**src/rtl/tank_level_emulator.sv**
```systemverilog
// Tank level emulator: integrates a water-level counter from the actuator
// commands (Ve inlet, Bs sprinkler pump, Vs drip valve) once per prescaled
// tick and publishes registered threshold sensors H/M/L, with optional
// sensor fault injection for exercising the controller's error path.
//
// Interface timing:
//   - tick is high for the single cycle in which the prescaler sits on its
//     last count while run=1; the integration step is taken on that edge and
//     the new level is visible the following cycle.
//   - load_en is a one-cycle pulse sampled on the rising edge; it overrides
//     an integration step landing on the same edge.
//   - H/M/L follow the level register with one cycle of latency.
module tank_level_emulator #(
  parameter int LEVEL_W    = 8,
  parameter int MAX_LEVEL  = 200,
  parameter int L_TH       = 40,
  parameter int M_TH       = 100,
  parameter int H_TH       = 160,
  parameter int TICK_DIV   = 50000000,
  parameter int FILL_RATE  = 5,
  parameter int ASP_RATE   = 3,
  parameter int GOT_RATE   = 1,
  parameter int INIT_LEVEL = 120
) (
  input  logic               clock,
  input  logic               reset,
  input  logic               run,
  input  logic               Ve,
  input  logic               Bs,
  input  logic               Vs,
  input  logic               load_en,
  input  logic [LEVEL_W-1:0] load_val,
  input  logic [1:0]         fault_sel,
  output logic               H,
  output logic               M,
  output logic               L,
  output logic [LEVEL_W-1:0] level,
  output logic               tick,
  output logic [1:0]         dir,
  output logic               overflow,
  output logic               dry
);

  // Prescaler sizing; a divide-by-one still needs a one-bit counter.
  localparam int CNT_W = (TICK_DIV > 1) ? $clog2(TICK_DIV) : 1;
  localparam logic [CNT_W-1:0] CNT_LAST = CNT_W'(TICK_DIV - 1);

  // Two spare bits: one for headroom above MAX_LEVEL, one for the sign.
  localparam int SUM_W = LEVEL_W + 2;

  localparam logic [LEVEL_W-1:0]      MAX_U  = LEVEL_W'(MAX_LEVEL);
  localparam logic [LEVEL_W-1:0]      INIT_U = LEVEL_W'(INIT_LEVEL);
  localparam logic signed [SUM_W-1:0] MAX_S  = SUM_W'(MAX_LEVEL);
  localparam logic signed [SUM_W-1:0] FILL_S = SUM_W'(FILL_RATE);
  localparam logic signed [SUM_W-1:0] ASP_S  = SUM_W'(ASP_RATE);
  localparam logic signed [SUM_W-1:0] GOT_S  = SUM_W'(GOT_RATE);

  localparam logic [LEVEL_W-1:0] L_TH_U = LEVEL_W'(L_TH);
  localparam logic [LEVEL_W-1:0] M_TH_U = LEVEL_W'(M_TH);
  localparam logic [LEVEL_W-1:0] H_TH_U = LEVEL_W'(H_TH);

  // Fault-free sensor readings for the reset level.
  localparam logic INIT_H = (INIT_LEVEL >= H_TH);
  localparam logic INIT_M = (INIT_LEVEL >= M_TH);
  localparam logic INIT_L = (INIT_LEVEL >= L_TH);

  typedef enum logic [1:0] {
    DIR_HOLD = 2'b00,
    DIR_RISE = 2'b01,
    DIR_FALL = 2'b10
  } dir_t;

  typedef enum logic [1:0] {
    FAULT_NONE  = 2'b00,
    FAULT_L_LOW = 2'b01,
    FAULT_M_LOW = 2'b10,
    FAULT_ALL   = 2'b11
  } fault_t;

  logic [CNT_W-1:0]         cnt;
  logic [LEVEL_W-1:0]       level_q;
  dir_t                     dir_q;
  logic                     overflow_q;
  logic                     dry_q;

  logic signed [SUM_W-1:0]  level_s;
  logic signed [SUM_W-1:0]  inflow;
  logic signed [SUM_W-1:0]  outflow;
  logic signed [SUM_W-1:0]  next_raw;
  logic                     clip_hi;
  logic                     clip_lo;
  logic [LEVEL_W-1:0]       next_level;
  dir_t                     next_dir;
  logic [LEVEL_W-1:0]       load_clamped;

  logic                     raw_h;
  logic                     raw_m;
  logic                     raw_l;
  fault_t                   fault;

  assign level    = level_q;
  assign dir      = dir_q;
  assign overflow = overflow_q;
  assign dry      = dry_q;
  assign fault    = fault_t'(fault_sel);

  // Tick marks the last prescaler count; frozen prescaler never ticks.
  assign tick = run && (cnt == CNT_LAST);

  // Prescaler: free-running modulo TICK_DIV counter gated by run.
  always_ff @(posedge clock) begin
    if (reset) begin
      cnt <= '0;
    end else if (run) begin
      if (cnt == CNT_LAST) begin
        cnt <= '0;
      end else begin
        cnt <= cnt + CNT_W'(1);
      end
    end
  end

  // Next level from the flow balance, clipped to the physical tank range.
  always_comb begin
    level_s  = $signed({2'b00, level_q});
    inflow   = Ve ? FILL_S : '0;
    outflow  = (Bs ? ASP_S : '0) + (Vs ? GOT_S : '0);
    next_raw = level_s + inflow - outflow;
    clip_hi  = (next_raw > MAX_S);
    clip_lo  = next_raw[SUM_W-1];
    if (clip_hi) begin
      next_level = MAX_U;
    end else if (clip_lo) begin
      next_level = '0;
    end else begin
      next_level = next_raw[LEVEL_W-1:0];
    end
    // Trend is judged on the clipped value, so a tank already pinned at a
    // bound that keeps being pushed past it reports HOLD.
    if (next_level > level_q) begin
      next_dir = DIR_RISE;
    end else if (next_level < level_q) begin
      next_dir = DIR_FALL;
    end else begin
      next_dir = DIR_HOLD;
    end
  end

  // Loaded values beyond the full tank are pinned to the ceiling.
  always_comb begin
    load_clamped = (load_val > MAX_U) ? MAX_U : load_val;
  end

  // Level, trend and sticky clip flags; load overrides a coincident tick.
  always_ff @(posedge clock) begin
    if (reset) begin
      level_q    <= INIT_U;
      dir_q      <= DIR_HOLD;
      overflow_q <= 1'b0;
      dry_q      <= 1'b0;
    end else if (load_en) begin
      level_q <= load_clamped;
      dir_q   <= DIR_HOLD;
    end else if (tick) begin
      level_q <= next_level;
      dir_q   <= next_dir;
      if (clip_hi) begin
        overflow_q <= 1'b1;
      end
      if (clip_lo) begin
        dry_q <= 1'b1;
      end
    end
  end

  // Raw threshold comparisons against the current level register.
  always_comb begin
    raw_h = (level_q >= H_TH_U);
    raw_m = (level_q >= M_TH_U);
    raw_l = (level_q >= L_TH_U);
  end

  // Registered sensors with fault masking applied on the way out.
  always_ff @(posedge clock) begin
    if (reset) begin
      H <= INIT_H;
      M <= INIT_M;
      L <= INIT_L;
    end else begin
      case (fault)
        FAULT_L_LOW: begin
          H <= raw_h;
          M <= raw_m;
          L <= 1'b0;
        end
        FAULT_M_LOW: begin
          H <= raw_h;
          M <= 1'b0;
          L <= raw_l;
        end
        FAULT_ALL: begin
          H <= 1'b0;
          M <= 1'b0;
          L <= 1'b0;
        end
        default: begin
          H <= raw_h;
          M <= raw_m;
          L <= raw_l;
        end
      endcase
    end
  end

endmodule

```
**config.mk**
```make
export PLATFORM = sky130hd
export DESIGN_NAME = tank_level_emulator
export DESIGN_NICKNAME = d
export VERILOG_FILES = /design/src/rtl/tank_level_emulator.sv
export SDC_FILE = /design/constraint.sdc
export NUM_CORES = 1
export LEC_CHECK = 0
export BUFFER_PORTS_ARGS = -buffer_cell sky130_fd_sc_hd__clkbuf_2
export CAP_MARGIN = 40
export CORE_MARGIN = 2
export CORE_UTILIZATION = 55
export CTS_CLUSTER_DIAMETER = 150
export DETAILED_ROUTE_END_ITERATION = 12
export PLACE_DENSITY = 0.73
export SKIP_LAST_GASP = 1
export SLEW_MARGIN = 20
export SYNTH_ARGS = -nofsm -noshare
export SYNTH_HDL_FRONTEND = slang
export SYNTH_SLANG_ARGS = --single-unit
```
**constraint.sdc**
```tcl
create_clock -name clock -period 12.1 [get_ports clock]
set_input_delay 1.815 -clock clock [delete_from_list [all_inputs] [get_ports clock]]
set_output_delay 1.815 -clock clock [all_outputs]
set_load 0.01 [all_outputs]
```
==> impl_metrics.yaml <==
status:
  status: "complete, no violations"
logic_synthesis:
  synthesis.instances: 329
  ys.flop_type: "dfxtp_1"
  synth_cell_type_count: 57
  synth_enable_flop_cells: 0
  ys_warn_count: 0
  mappedNetlistNets: 373
  synth-seq-cells: 41
  async_flop_share: 0
  yosysSeqAreaShare: 0.300
  avgSynthCellArea_sq_um: 8.32
  post_syn_area_sq_um: 2740
detailed_routing:
  detail_route.wirelength_um: 5950
  route.detailed.wl_per_inst_um: 13.9
  drt.antenna.violating_nets: 0
  post_drt_via_cell_ratio: 5.62
  drt-pass1-iter-count: 4
  routed-via-count: 2400
  drt_iter0_markers: 114
  remaining_drc_errors: 0
global_route:
  grt_pass1_wl_um: 9990
  grt_overflow_total: 0
  initial_antenna_violation_count: 0
  first_global_vias: 2206
  grt_use_total: 0.231
  grt_start_max_net_pins: 19
finish:
  drive_above_1_share: 0.150
  nets: 403
  most_used_cells_in_the_layout_excluding_fill_and_tap_cells: "nor2_1 (46), dfxtp_1 (41), clkbuf_2 (32)"
  post-route-cell-area_sq_um: 3050
  area.growth.synth_to_final_pct: 11.5
  multi_input_comb_area_sq_um: 1780
  regArea_sq_um: 821
  layout_commonest_cell: "nor2_1"
  filler_cell_count: 443
  antenna-diode-count: 0
  final_core_utilization: 0.642
setup_path:
  worst_setup_path_start_kind: "input port"
  crit_arrival_ns: 6.06
  cp-end-kind: "flip-flop"
  timing_worst_setup_path_type: "input port to flip-flop"
  r2r_setup_slk_ns: 7.62
  timing.critical_path.required_ns: 12.29
  critPathMaxFanout: 7
sta:
  fin_skew_ns: 0.00818
  finalSetupViolCount: 0
  peak_clock_frequency_supported_by_timing_mhz: 171
  hold-worst-slack_ns: 0.451
  max_slew_margin: 0.397
  final_worst_path_period_need_ns: 5.86
  setup_repair_after_global_routing_missed_its_margin: "false"
  fin_tns_setup_ns: 0
  final.period_utilization: 0.485
  tightestPinTransition_ns: 0.899
  final-max-slew-violation-count: 0
  hold_violations: 0
power_and_ir_drop:
  p_comb_frac: 0.278
  switching_share: 0.306
  p_int_mw: 0.228
  vdd.ir_drop.worst_uv: 66.0
  seqPwrFrac: 0.431
  clock_power_share: 0.291
  power.leakage_nw: 1.29
  power.density_nw_per_um2: 108
  switching_power_total_mw: 0.100
clock_network:
  insertion_delay_ns: 0.29
  post_cts.resized_instances: 0
  clk_path_buf_depth: 2
  cts_inserted_buffers: 5
  htree_num_levels: 2
  clockRootBuffer: "clkbuf_8"
  postCtsSetupBuffers: 0
  ctsHoldBuffers: 0
  tritoncts: "built"
  tritoncts_num_sinks: 41
  cts.clk_slew.worst_paths_ns: 0.08
floorplan:
  die_width_um: 74.6
  design.core.area_sq_um: 4750
  fp.dieArea_sq_um: 5560
  initial_core_util: 0.576
  fp-row-count: 25
  num_io_pins: 33
  floorplan.die.height_um: 74.6
place:
  postPlaceCellArea_sq_um: 2950
  finalWeightedCongestion: 0.989
  dp.final_hpwl_um: 4650
  portBuffers: 32
hold_path:
  worst_hold_check_path_type: "flip-flop to flip-flop"
job:
  maximum_capacitance_violations: 0
[layer usage]
| layer | vias to the layer above | global-route usage | routed length [um] | part of all wire |
|---|---|---|---|---|
| met5 | - | 0 | 0 | 0 |
| met4 | 0 | 0.0734 | 125 | 0.021 |
| met3 | 10 | 0.0407 | 176 | 0.030 |
| met2 | 37 | 0.409 | 3030 | 0.51 |
| met1 | 1129 | 0.284 | 2620 | 0.44 |
| li1 | 1224 | - | - | - |
[final timing paths]
path                            startpoint        to  cells past startpoint
worst max register to register    level[1]    dir[1]                     16
worst min register to register    overflow  overflow                      2
worst max-delay path                    Bs    dir[1]                     19
worst min-delay path              overflow  overflow                      2
[power by group through the flow]
stage | Combinational (mW) | Clock, mW | Sequential (mW)
after global placement | 0.0881 | 0 | 0.145
after detailed placement | 0.0903 | 0 | 0.145
after floorplan | 0.0671 | 0 | 0.145
final | 0.0913 | 0.0955 | 0.142
after CTS | 0.0912 | 0.0989 | 0.141
after global routing | 0.103 | 0.103 | 0.142
[synth_stat cells (all sizes together) (4+ instances only)]
| master | instances | area share |
|---|---|---|
| nor2 | 48 | 0.068 |
| xnor2 | 12 | 0.038 |
| or4b | 4 | 0.015 |
| nor3b | 4 | 0.011 |
| nand3 | 14 | 0.026 |
| a211oi | 5 | 0.017 |
| inv | 25 | 0.034 |
| nand2 | 12 | 0.016 |
| a22oi | 4 | 0.011 |
| nand4 | 7 | 0.016 |
| a21oi | 16 | 0.029 |
| and3 | 5 | 0.011 |
| o21ai | 18 | 0.033 |
| nor3 | 7 | 0.015 |
| nor2b | 4 | 0.0091 |
| ha | 24 | 0.11 |
| clkbuf | 6 | 0.0091 |
| or3 | 5 | 0.012 |
| xor2 | 17 | 0.054 |
| dfxtp | 41 | 0.30 |
| buf | 4 | 0.0073 |
[state kept, by name (all words and copies together), names as in the netlist]
register and cells:
overflow 1, cnt 26, M 1, level 8, L 1, H 1, dir 2, dry 1
[worst max-delay path: stages]
cell	delay (ns)
clkbuf_2	0.10
inv_1	0.07
fa_1	0.16
inv_1	0.05
fa_1	0.47
inv_1	0.04
ha_1	0.22
fa_1	0.42
a211oi_2	0.33
o21ai_0	0.14
a211oi_1	0.78
or3_2	0.29
nor2_1	0.05
ha_1	0.30
a21o_1	0.16
a21o_1	0.17
a21oi_1	0.13
o21ai_0	0.12
o41ai_1	0.23
[cells by family after synthesis]
| logic type | Yosys count | share of synthesized area |
|---|---|---|
| and+or+nand+nor | 132 | 0.263 |
| AOI/OAI and AO/OA | 64 | 0.159 |
| DFF | 41 | 0.300 |
| buffers and inverters | 35 | 0.0507 |
| xor gates and xnor gates | 29 | 0.0927 |
| adders and majority gates | 27 | 0.132 |
| muxes | 1 | 0.00365 |
[final cells by class]
cell class / instances / share of cell area
repair buffers: 33 / 0.0574
inverters: 25 / 0.0307
clock inverters: 1 / 0.00164
flip-flops and latches: 41 / 0.269
well taps: 67 / 0.0274
clock buffers: 7 / 0.0315
multi-input cells: 253 / 0.583
[metrics by stage]
step	total power [mW]	setup slack, ns	cells
3_3_place_gp	0.233	6.05	418
2_1_floorplan	0.212	6.33	329
6_report	0.328	6.24	427
3_5_place_dp	0.235	5.96	419
4_1_cts	0.332	6.27	427
5_1_grt	0.348	5.93	427
Note: power is estimated with default switching activity, not from simulation.
